<file path="src/rtl/amp_seq_ctrl.sv">
// Power-up / register-config / mute sequencer for the external I2S amplifier.
// Optional feature macro: AMP_SEQ_RETRY_EN (NACK retry up to MAX_RETRY; undefined = first NACK faults).
module amp_seq_ctrl #(
  parameter int unsigned CNT_W     = 20,
  parameter int unsigned T_PWRUP   = 480000,
  parameter int unsigned T_UNMUTE  = 48000,
  parameter int unsigned T_MUTE    = 4800,
  parameter int unsigned NUM_CFG   = 4,
  parameter int unsigned MAX_RETRY = 3,
  parameter logic [6:0]  AMP_ADDR  = 7'h2C
) (
  input  logic       clk,
  input  logic       reset,
  input  logic       ena,
  input  logic       seq_go,
  input  logic       lock_in,
  output logic [3:0] tbl_idx,
  input  logic [7:0] tbl_reg,
  input  logic [7:0] tbl_data,
  output logic       cmd_valid,
  input  logic       cmd_ready,
  output logic [6:0] cmd_addr,
  output logic [7:0] cmd_reg,
  output logic [7:0] cmd_data,
  input  logic       cmd_done,
  input  logic       cmd_nack,
  output logic       amp_nenable,
  output logic       amp_nmute,
  output logic [2:0] seq_state,
  output logic       seq_fault
);

  typedef enum logic [2:0] {
    S_OFF      = 3'd0,
    S_PWRUP    = 3'd1,
    S_CFG_REQ  = 3'd2,
    S_CFG_WAIT = 3'd3,
    S_LOCKWAIT = 3'd4,
    S_RUN      = 3'd5,
    S_MUTEDN   = 3'd6,
    S_FAULT    = 3'd7
  } state_t;

  localparam logic [CNT_W-1:0] PWRUP_LAST  = CNT_W'(T_PWRUP - 1);
  localparam logic [CNT_W-1:0] UNMUTE_LAST = CNT_W'(T_UNMUTE - 1);
  localparam logic [CNT_W-1:0] MUTE_LAST   = CNT_W'(T_MUTE - 1);
  localparam logic [3:0]       IDX_LAST    = 4'(NUM_CFG - 1);

  // Elaboration-time guard on the table depth and retry range
  if (NUM_CFG < 1 || NUM_CFG > 16 || MAX_RETRY > 255) begin : g_param_chk
    $error("amp_seq_ctrl: NUM_CFG must be 1..16 and MAX_RETRY at most 255");
  end

`ifdef AMP_SEQ_RETRY_EN
  localparam int unsigned      RETRY_W   = (MAX_RETRY > 0) ? $clog2(MAX_RETRY + 1) : 1;
  localparam logic [RETRY_W-1:0] RETRY_MAX = RETRY_W'(MAX_RETRY);
  logic [RETRY_W-1:0] retry;
`endif

  state_t           state;
  logic [CNT_W-1:0] timer;
  logic             stop_req;
  logic             active;

  assign stop_req  = !ena || !seq_go;
  assign active    = (state != S_OFF) && (state != S_FAULT) && (state != S_MUTEDN);
  assign cmd_addr  = AMP_ADDR;
  assign seq_state = state;

  always_ff @(posedge clk or posedge reset) begin
    if (reset) begin
      state       <= S_OFF;
      timer       <= '0;
      tbl_idx     <= '0;
      cmd_valid   <= 1'b0;
      cmd_reg     <= '0;
      cmd_data    <= '0;
      amp_nenable <= 1'b1;
      amp_nmute   <= 1'b0;
      seq_fault   <= 1'b0;
`ifdef AMP_SEQ_RETRY_EN
      retry       <= '0;
`endif
    end else begin
      if (timer != '1) timer <= timer + CNT_W'(1);
      // A request already presented is held until the master takes it, whatever the state
      if (cmd_valid && cmd_ready) cmd_valid <= 1'b0;

      if (stop_req && active) begin
        amp_nmute <= 1'b0;
        state     <= S_MUTEDN;
        timer     <= '0;
      end else begin
        case (state)
          S_OFF: begin
            if (ena && seq_go && !cmd_valid) begin
              state       <= S_PWRUP;
              amp_nenable <= 1'b0;
              seq_fault   <= 1'b0;
              tbl_idx     <= '0;
              timer       <= '0;
            end
          end
          // tbl_idx is already 0 here, so the first request is presented on entry to CFG_REQ
          S_PWRUP: begin
            if (timer == PWRUP_LAST) begin
              state     <= S_CFG_REQ;
              tbl_idx   <= '0;
              cmd_reg   <= tbl_reg;
              cmd_data  <= tbl_data;
              cmd_valid <= 1'b1;
              timer     <= '0;
`ifdef AMP_SEQ_RETRY_EN
              retry     <= '0;
`endif
            end
          end
          S_CFG_REQ: begin
            if (!cmd_valid) begin
              cmd_reg   <= tbl_reg;
              cmd_data  <= tbl_data;
              cmd_valid <= 1'b1;
            end else if (cmd_ready) begin
              state <= S_CFG_WAIT;
              timer <= '0;
            end
          end
          S_CFG_WAIT: begin
            if (cmd_done) begin
              timer <= '0;
              if (!cmd_nack) begin
`ifdef AMP_SEQ_RETRY_EN
                retry <= '0;
`endif
                if (tbl_idx == IDX_LAST) begin
                  state   <= S_LOCKWAIT;
                  tbl_idx <= '0;
                end else begin
                  state   <= S_CFG_REQ;
                  tbl_idx <= tbl_idx + 4'd1;
                end
`ifdef AMP_SEQ_RETRY_EN
              end else if (retry < RETRY_MAX) begin
                retry <= retry + RETRY_W'(1);
                state <= S_CFG_REQ;
`endif
              end else begin
                state       <= S_FAULT;
                amp_nenable <= 1'b1;
                amp_nmute   <= 1'b0;
                seq_fault   <= 1'b1;
              end
            end
          end
          S_LOCKWAIT: begin
            if (!lock_in) begin
              timer <= '0;
            end else if (timer == UNMUTE_LAST) begin
              state     <= S_RUN;
              amp_nmute <= 1'b1;
              timer     <= '0;
            end
          end
          S_RUN: begin
            if (!lock_in) begin
              state     <= S_LOCKWAIT;
              amp_nmute <= 1'b0;
              timer     <= '0;
            end
          end
          S_MUTEDN: begin
            if (timer == MUTE_LAST) begin
              state       <= S_OFF;
              amp_nenable <= 1'b1;
              timer       <= '0;
            end
          end
          S_FAULT: begin
            amp_nenable <= 1'b1;
            amp_nmute   <= 1'b0;
            if (stop_req) begin
              state <= S_OFF;
              timer <= '0;
            end
          end
          default: state <= S_OFF;
        endcase
      end
    end
  end

endmodule

</file>
<file path="config.mk">
export PLATFORM = sky130hd
export DESIGN_NAME = amp_seq_ctrl
export DESIGN_NICKNAME = d
export VERILOG_FILES = /design/src/rtl/amp_seq_ctrl.sv
export SDC_FILE = /design/constraint.sdc
export NUM_CORES = 1
export LEC_CHECK = 0
export ABC_AREA = 1
export BUFFER_PORTS_ARGS = -buffer_cell sky130_fd_sc_hd__buf_2
export CELL_PAD_IN_SITES_DETAIL_PLACEMENT = 0
export CELL_PAD_IN_SITES_GLOBAL_PLACEMENT = 1
export CORE_MARGIN = 4
export CORE_UTILIZATION = 40
export DETAILED_ROUTE_END_ITERATION = 8
export PLACE_DENSITY_LB_ADDON = 0.1
export SLEW_MARGIN = 20
export SYNTH_ARGS = -nofsm -noshare
export SYNTH_HDL_FRONTEND = slang
export SYNTH_SLANG_ARGS = --single-unit
export TNS_END_PERCENT = 5
</file>
<file path="constraint.sdc">
create_clock -name clk -period 3.6 [get_ports clk]
set_input_delay 0.54 -clock clk [delete_from_list [all_inputs] [get_ports clk]]
set_output_delay 0.54 -clock clk [all_outputs]
set_load 0.03 [all_outputs]
</file>
==> flow_summary.ini, run 1 <==
[clock_tree]
cts_max_level = 2
cts-root-buf = clkbuf_8
cts_resized = 0
clk_pin_slew_ns = 0.09
cts_buffers = 5
post-cts-setup-buffers = 0
clock_latency_ns = 0.30
cts_hold_buf = 0
cts.sinks = 47
clk_path_buf_depth = 2
cts_tree = yes

[grt]
grt-ovfl-total = 0
grt_util_all_layers_pct = 17.1
grt_first_pass_wirelength_um = 12200
first_global_vias = 2508
grt_max_degree = 48
grt_antenna_before_repair = 0

[timing]
worst_pin_slew_ns = 0.844
setup_viol = 0
timing.final.crit_share_pct = 61.3
finalHoldViolations = 0
drv_slew = 0
finalClockSkew_ns = 0.00594
rsz0062_at_grt = false
period_minus_slack_ns = 2.21
slew_headroom_pct = 43.7
tns_ns = 0
max_freq_mhz = 453

[routing]
wl_met1_um = 3650
via_count = 2773
wl_met2_um = 3170
drc = 0
vias_per_cell = 4.75
first_pass_iters = 4
avgRoutedWirePerCell_um = 12.6
drt_wl_total_um = 7340
ant_nets = 0
drtIter0Drc = 116
top_layer_used = met4
wl_met3_um = 462

[status]
status = finished clean

[power]
powerDensity_nw_per_um2 = 744
power_leakage_nw = 1.86
vdd_drop_max_mv = 0.420

[synth]
netlist_area_um2 = 2990
yosysTopAreaCell = dfrtp_1
synth_xor_area_share_pct = 2.93
yosys.area_share.simple_pct = 36.6
ys_types = 33
synth-seq-cells = 47
avgSynthCellArea_um2 = 6.84
yosys.area.top_type_share_pct = 38.5
synth_cells = 437
synthMuxAreaShare_pct = 0
synth-warning-count = 0
synth_compound_area_share_pct = 8.17
synth_top_family_by_area = simple AND/OR/NAND/NOR gates
yosys-top-cells-area = dfrtp_1 39%, nand2_1 16%, inv_1 7.4%, nor2_1 7.3%, nand3_1 6.9%
yosys.area_share.adder_pct = 0.838
ys_seq_area_share_pct = 39.4

[placement]
place_congestion = 0.892
dp.cells = 576
portBuffers = 50
hpwl_um = 5400
dpl-instance-area_um2 = 3280

[final_layout]
syn2layout_area_growth_pct = 14.2
largest_reg_flops = 20
diodes = 0
final_net_count = 510
fin_area_um2 = 3410
drive_gt1_share_pct = 15.9
fill_cells = 789
finalNonFillerCells = 584

[run]
drv_cap = 0

[setup_path]
crit_type = flip-flop to flip-flop
critPathArrivalTime_ns = 2.40
r2r_end = seq_state[2]
crit_fanout = 20
ff2ff_setup_slack_ns = 1.39
r2r_start = timer[0]
start_kind = flip-flop
r2r_cells = 10
crit_path_end_kind = flip-flop
cp.required_ns = 3.79

[floorplan]
core_area_um2 = 7250
io_pins = 58
die_area_um2 = 8920
die_h_um = 94.4
rows = 31
initial_core_util_pct = 41.2
fp.dieW_um = 94.4

[hold_path]
holdCritPathClass = input port to asynchronous set/reset pin
## metal layers
layer	vias up	global-route usage (%)
li1	1457	-
met1	1237	24.9
met2	74	26.6
met3	5	1.91
met4	0	5.54
met5	-	0
## final cells by class
| type | instances | area [um2] | share of cell area (%) |
|---|---|---|---|
| multi-input combinational | 316 | 1480 | 43.3 |
| sequential | 47 | 1180 | 34.5 |
| timing repair buffer | 52 | 265 | 7.77 |
| inverter | 62 | 234 | 6.85 |
| tap | 99 | 124 | 3.63 |
| clock buffer | 5 | 68.8 | 2.02 |
| clock inverter | 3 | 67.6 | 1.98 |
## critical path, stage by stage, from the launching register on
cell     delay, ns
dfrtp_1       0.40
ha_1          0.22
nand3_1       0.23
nor2_4        0.22
nand3_1       0.13
nand2_2       0.35
nand3_1       0.12
nand2_1       0.17
nand2_1       0.12
nand2_1       0.08
nand2_1       0.06
## placed cells by master, fill, tap and decap left out, types with 2 or more instances in the layout
master / instances
or2_2: 2
inv_2: 3
buf_2: 50
a21oi_1: 18
nand2_1: 130
nand3b_1: 2
inv_1: 58
bufinv_16: 2
nand3_1: 41
conb_1: 7
nand4_1: 9
nand2_2: 3
a31oi_1: 4
xor2_1: 9
buf_4: 2
ha_1: 2
o21ai_0: 16
nor2_1: 58
dfrtp_1: 46
clkbuf_8: 5
nor3_1: 4
## metrics by stage
stage                     total power, mW  setup WS [ns]  utilization [%]  hold WS (ns)
after floorplan                      1.79           1.78                -         0.551
after global placement               2.09           1.38             45.2         0.452
after detailed placement             2.10           1.39             45.2         0.454
after CTS                            2.58           1.37             47.0         0.454
after global routing                 2.76           1.18             47.1         0.443
final                                2.54           1.39             47.1         0.372
## logic make-up (layout without fill, tap and decap cells)
| group | count (synthesis) | in the layout |
|---|---|---|
| AND/OR/NAND/NOR | 254 | 254 |
| buffers and inverters | 79 | 122 |
| flip-flops | 47 | 47 |
| AO/OA/AOI/OAI | 43 | 43 |
| XOR/XNOR | 10 | 10 |
| adder cells (fa/ha/maj) | 2 | 2 |
| other | 2 | 7 |
## synthesized netlist by cell type
cell type	number
a21oi_1	18
a21oi_4	1
a22oi_1	1
a31oi_1	4
buf_2	3
buf_4	10
buf_6	2
clkbuf_1	2
conb_1	2
dfrtp_1	46
dfstp_2	1
ha_1	2
inv_1	59
inv_2	3
nand2_1	130
nand2_2	3
nand2_4	1
nand3_1	41
nand3b_1	2
nand4_1	9
nand4_4	1
nor2_1	58
nor2_2	1
nor2_4	1
nor3_1	4
nor3_2	1
o2111ai_1	1
o211ai_1	1
o21ai_0	16
o21ai_2	1
or2_2	2
xnor2_1	1
xor2_1	9
## power by group
| group | internal (mW) | total, mW | leakage (nW) | switching, mW |
|---|---|---|---|---|
| registers | 0.677 | 0.792 | 0.620 | 0.115 |
| clock network | 0.277 | 0.469 | 0.0644 | 0.192 |
| logic | 0.365 | 1.28 | 1.17 | 0.914 |
## worst max-delay path by stage
| stage | startpoint | cells past startpoint | slack (ns) | endpoint |
|---|---|---|---|---|
| floorplan | seq_state[2] | 8 | 1.78 | cmd_data[0] |
| global placement | timer[0] | 10 | 1.38 | seq_state[2] |
| detailed placement | timer[0] | 10 | 1.39 | seq_state[0] |
| CTS | timer[0] | 10 | 1.37 | seq_state[2] |
| global route | timer[0] | 10 | 1.18 | seq_state[2] |
| finish | timer[0] | 10 | 1.39 | seq_state[2] |
Note: power is estimated with default switching activity, not from simulation.
==> run 2: changes to the inputs <==
--- a/config.mk
+++ b/config.mk
@@ -10,7 +10,7 @@
 export CELL_PAD_IN_SITES_DETAIL_PLACEMENT = 0
 export CELL_PAD_IN_SITES_GLOBAL_PLACEMENT = 1
 export CORE_MARGIN = 4
-export CORE_UTILIZATION = 40
+export CORE_UTILIZATION = 35
 export DETAILED_ROUTE_END_ITERATION = 8
 export PLACE_DENSITY_LB_ADDON = 0.1
 export SLEW_MARGIN = 20
==> constraint.sdc (replaced) <==
create_clock -name clk -period 2 [get_ports clk]
set_input_delay 0.3 -clock clk [delete_from_list [all_inputs] [get_ports clk]]
set_output_delay 0.3 -clock clk [all_outputs]
set_load 0.03 [all_outputs]
==> run 2 against run 1 <==
Effect of this change:
- utilization fell by 3.8 points
- clock power rose by 51%
- die area up 13%
- first-iteration DRC count decreased by 28%
- critical endpoint is now timer[12]
- largest cell class unchanged
- highest routed layer unchanged
==> flow_summary.ini, run 2 (synthesized netlist as in run 1, its figures left out) <==
[status]
status = finished clean

[final_layout]
final_net_count = 527
syn2layout_area_growth_pct = 19.6
final_common_cell = nand2_1
mostFrequentLayoutCells = 130 x nand2_1, 58 x inv_1, 56 x nor2_1
fill_cells = 935
fin_area_um2 = 3570
diodes = 0
drive_gt1_share_pct = 19.5
largest_reg_flops = 20
finalNonFillerCells = 607
final_util_pct = 43.3

[routing]
avgRoutedWirePerCell_um = 12.8
via_count = 2837
drc = 0
drtIter0Drc = 84
vias_per_cell = 4.67
ant_nets = 0
drt_wl_total_um = 7790
first_pass_iters = 4

[placement]
dpl-instance-area_um2 = 3430
hpwl_um = 6000
place_congestion = 0.848
portBuffers = 50
dp.cells = 598

[grt]
grt_antenna_before_repair = 0
grt_util_all_layers_pct = 16.1
grt-ovfl-total = 0
grt_max_degree = 21
grt_first_pass_wirelength_um = 13100
first_global_vias = 2801

[timing]
hold_ws_ns = 0.227
timing.final.crit_share_pct = 90.9
finalHoldViolations = 0
max_freq_mhz = 550
tns_ns = 0
period_minus_slack_ns = 1.82
rsz0062_at_grt = false
finalClockSkew_ns = 0.00517
drv_slew = 0
setup_viol = 0

[hold_path]
hold_depth = 3
holdCritPathClass = input port to flip-flop
worstHoldStart = tbl_reg[6]

[clock_tree]
clk_path_buf_depth = 2
cts_max_level = 2
clock_latency_ns = 0.30
cts-root-buf = clkbuf_8
cts.sinks = 47
post-cts-setup-buffers = 0
cts_tree = yes
clk_pin_slew_ns = 0.09
cts_buffers = 5

[floorplan]
io_pins = 58
fp.dieW_um = 100
rows = 33
die_area_um2 = 10100
initial_core_util_pct = 36.2
die_h_um = 100
core_area_um2 = 8260

[setup_path]
crit_fanout = 7
slowest_delay_ns = 0.40
cp.required_ns = 2.24
cpMostUsedCell = nand2_1
slowest_stage = dfrtp_1
critPathArrivalTime_ns = 2.06
crit_type = flip-flop to flip-flop
r2r_start = timer[0]
crit_path_end_kind = flip-flop
r2r_cells = 11
start_kind = flip-flop
crit_path_cell_trace = ha_2 -> nand3_1 -> nor2_4 -> nand2_1 -> nor2_2 -> nand2_1 -> nand3b_1 -> nand2_1 -> inv_1 -> nand2_1 -> inv_1
crit_start = timer[0]

[power]
vdd_drop_max_mv = 0.783
powerDensity_nw_per_um2 = 1310
power_leakage_nw = 1.94

[run]
drv_cap = 0
==> run 2: metrics by stage <==
| step | setup slack, ns | total power [mW] |
|---|---|---|
| after floorplan | 0.178 | 3.22 |
| after global placement | 0.175 | 3.99 |
| after detailed placement | 0.128 | 4.01 |
| after CTS | 0.0998 | 4.75 |
| after global routing | 0.000285 | 5.09 |
| final | 0.181 | 4.70 |
==> run 2: worst paths after layout <==
check / end / slack [ns]
max: timer[12] / 0.18
min: cmd_reg[6] / 0.23
max reg2reg: timer[12] / 0.18
min reg2reg: cmd_data[3] / 0.48
max in group asynchronous: amp_nenable / 0.86
min in group asynchronous: cmd_data[0] / 0.53
==> run 2: worst max-delay path, delay by kind of cell (launching register included) <==
family | cells | cell delay, ns
DFF | 1 | 0.40
and+or+nand+nor | 8 | 1.05
buffers and inverters | 2 | 0.11
adders and majority gates | 1 | 0.22
==> run 2: layout make-up <==
cell class                 count  area, um2  area share, %
clock inverter                 3       43.8           1.23
clock buffer                   5       68.8           1.93
inverter                      62        233           6.51
multi-input combinational    316       1500           41.9
sequential                    47       1180           33.0
tap                          105        131           3.68
timing repair buffer          69        420           11.8
==> run 2: repair_timing <==
| action | in CTS | in global routing |
|---|---|---|
| endpoints found under the setup margin | 0 | 6 |
| hold buffers | 1 | 0 |
| resized for setup | 0 | 7 |
| hold endpoints to repair | 15 | 0 |
==> run 2: report_power, final <==
| group | switching [mW] | leakage [nW] | internal, mW |
|---|---|---|---|
| Clock | 0.336 | 0.0581 | 0.373 |
| Combinational | 1.70 | 1.27 | 0.841 |
| Sequential | 0.223 | 0.618 | 1.22 |
| Total | 2.26 | 1.94 | 2.44 |
==> run 2: metal layers <==
metal	routed length, um	global-route usage [%]	up-vias
met5	0	0	-
met3	249	2.02	4
met2	3520	25.7	50
met4	51	4.77	0
met1	3970	22.9	1291
li1	-	-	1492
==> run 3: changes to the inputs <==
--- a/config.mk
+++ b/config.mk
@@ -7,12 +7,10 @@
 export LEC_CHECK = 0
 export ABC_AREA = 1
 export BUFFER_PORTS_ARGS = -buffer_cell sky130_fd_sc_hd__buf_2
-export CELL_PAD_IN_SITES_DETAIL_PLACEMENT = 0
-export CELL_PAD_IN_SITES_GLOBAL_PLACEMENT = 1
 export CORE_MARGIN = 4
-export CORE_UTILIZATION = 35
+export CORE_UTILIZATION = 40
 export DETAILED_ROUTE_END_ITERATION = 8
-export PLACE_DENSITY_LB_ADDON = 0.1
+export PLACE_DENSITY = 0.72
 export SLEW_MARGIN = 20
 export SYNTH_ARGS = -nofsm -noshare
 export SYNTH_HDL_FRONTEND = slang
==> run 3 against run 2 <==
Effect of this change:
- cell count is 1.6% lower
- combinational power is 4% lower
- critical endpoint is now timer[16]
- cell area is 2.2% lower
- worst setup slack worse by 0.033 ns
- critical path type unchanged
- largest cell class unchanged
==> flow_summary.ini, run 3 (synthesized netlist as in run 1, its figures left out) <==
[placement]
hpwl_um = 5390
dp.cells = 586
portBuffers = 50
place_congestion = 0.927

[routing]
avgRoutedWirePerCell_um = 12.2
drc = 0
vias_per_cell = 4.83
ant_nets = 0
first_pass_iters = 4
drtIter0Drc = 148
drt_wl_total_um = 7260
via_count = 2882

[grt]
use_met2_pct = 27.8
grt_first_pass_wirelength_um = 12400
grt-ovfl-total = 0
grt_antenna_before_repair = 0
met3_usage_pct = 2.23
grt-busiest-layer = met2
grt_util_all_layers_pct = 17.3
use_met1_pct = 23.8
grt_max_degree = 30
first_global_vias = 2701

[final_layout]
fill_cells = 716
syn2layout_area_growth_pct = 16.9
largest_reg_flops = 20
final_net_count = 523
diodes = 0
mostFrequentLayoutCells = 128 x nand2_1, 58 x inv_1, 55 x nor2_1
drive_gt1_share_pct = 19.5
final_util_pct = 48.1
final_common_cell = nand2_1
finalNonFillerCells = 597

[power]
powerDensity_nw_per_um2 = 1280
vdd_drop_max_mv = 1.19
power_leakage_nw = 1.90

[floorplan]
die_area_um2 = 8920
die_h_um = 94.4
core_area_um2 = 7250
fp.dieW_um = 94.4
io_pins = 58
rows = 31
initial_core_util_pct = 41.2

[timing]
drv_slew = 0
hold_ws_ns = 0.0558
period_minus_slack_ns = 1.85
worst_pin_slew_ns = 0.609
tns_ns = 0
finalHoldViolations = 0
timing.final.crit_share_pct = 92.6
slew_headroom_pct = 59.4
setup_viol = 0
max_freq_mhz = 540
finalClockSkew_ns = 0.00699

[clock_tree]
clk_pin_slew_ns = 0.09
cts.sinks = 47
clock_latency_ns = 0.31
clk_path_buf_depth = 2
cts-root-buf = clkbuf_8
cts_tree = yes
cts_buffers = 5
cts_max_level = 2

[setup_path]
crit_type = flip-flop to flip-flop
crit_fanout = 20
critPathArrivalTime_ns = 2.06
crit_path_end_kind = flip-flop
start_kind = flip-flop
cp.required_ns = 2.21

[run]
drv_cap = 0

[hold_path]
holdCritPathClass = input port to asynchronous set/reset pin

[status]
status = finished clean
run 3: changes by cell type in the layout (fill, tap and decap cells not counted), sizes merged:
cell         change
buf              -3
bufinv           -1
dlygate4sd3      -1
clkinvlp         +1
run 3: worst paths after layout:
kind / startpoint / end / slack (ns) / cells past startpoint
worst min-delay path: reset / timer[1] / 0.06 / 2
worst min register to register: cmd_reg[4] / cmd_reg[4] / 0.47 / 2
worst max-delay path: timer[0] / timer[16] / 0.15 / 11
max in group asynchronous: reset / cmd_data[2] / 1.36 / 3
min in group clk: tbl_reg[3] / cmd_reg[3] / 0.22 / 3
worst max register to register: timer[0] / timer[16] / 0.15 / 11
run 3: routing by layer:
metal / routed length [um] / vias to the layer above
met4: 135 / 0
met5: 0 / -
met3: 409 / 12
met1: 3340 / 1306
li1: - / 1480
met2: 3380 / 84
run 3: timing repair:
| action | CTS | global route |
|---|---|---|
| hold buffers | 0 | 0 |
| endpoints found under the hold margin | 0 | 0 |
| setup endpoints to repair | 0 | 40 |
| gates resized for setup | 0 | 9 |
| buffers inserted | 0 | 3 |
run 3: final cells by class:
cell class,instances,area [um2],share of cell area [%]
Clock buffer,5,68.8,1.97
Clock inverter,3,25.0,0.717
Inverter,62,233,6.66
Multi-Input combinational cell,316,1500,42.9
Sequential cell,47,1180,33.8
Tap cell,99,124,3.55
Timing Repair Buffer,65,363,10.4
run 3: per-stage QoR:
step           power (mW)  worst slack [ns]  cell area, um2
3_5_place_dp         3.79            0.0736            3350
2_1_floorplan        3.22             0.178            3010
6_report             4.48             0.148            3490
5_1_grt              4.87          -0.00776            3490
3_3_place_gp         3.74             0.109            3350
4_1_cts              4.41            0.0529            3440
run 3: critical path, cell delays in order (launching register included):
cell and delay, ns:
dfrtp_1 0.40, ha_1 0.22, nand2_1 0.08, inv_1 0.06
nand2_1 0.14, nor2_1 0.15, nand2_1 0.10, a21oi_1 0.16
nand4_1 0.09, buf_4 0.22, nand2_1 0.09, inv_1 0.04
run 3: report_power, final:
group / leakage, nW / internal [mW] / switching, mW
combinational: 1.24 / 0.760 / 1.68
clock: 0.0443 / 0.250 / 0.349
sequential: 0.618 / 1.22 / 0.212
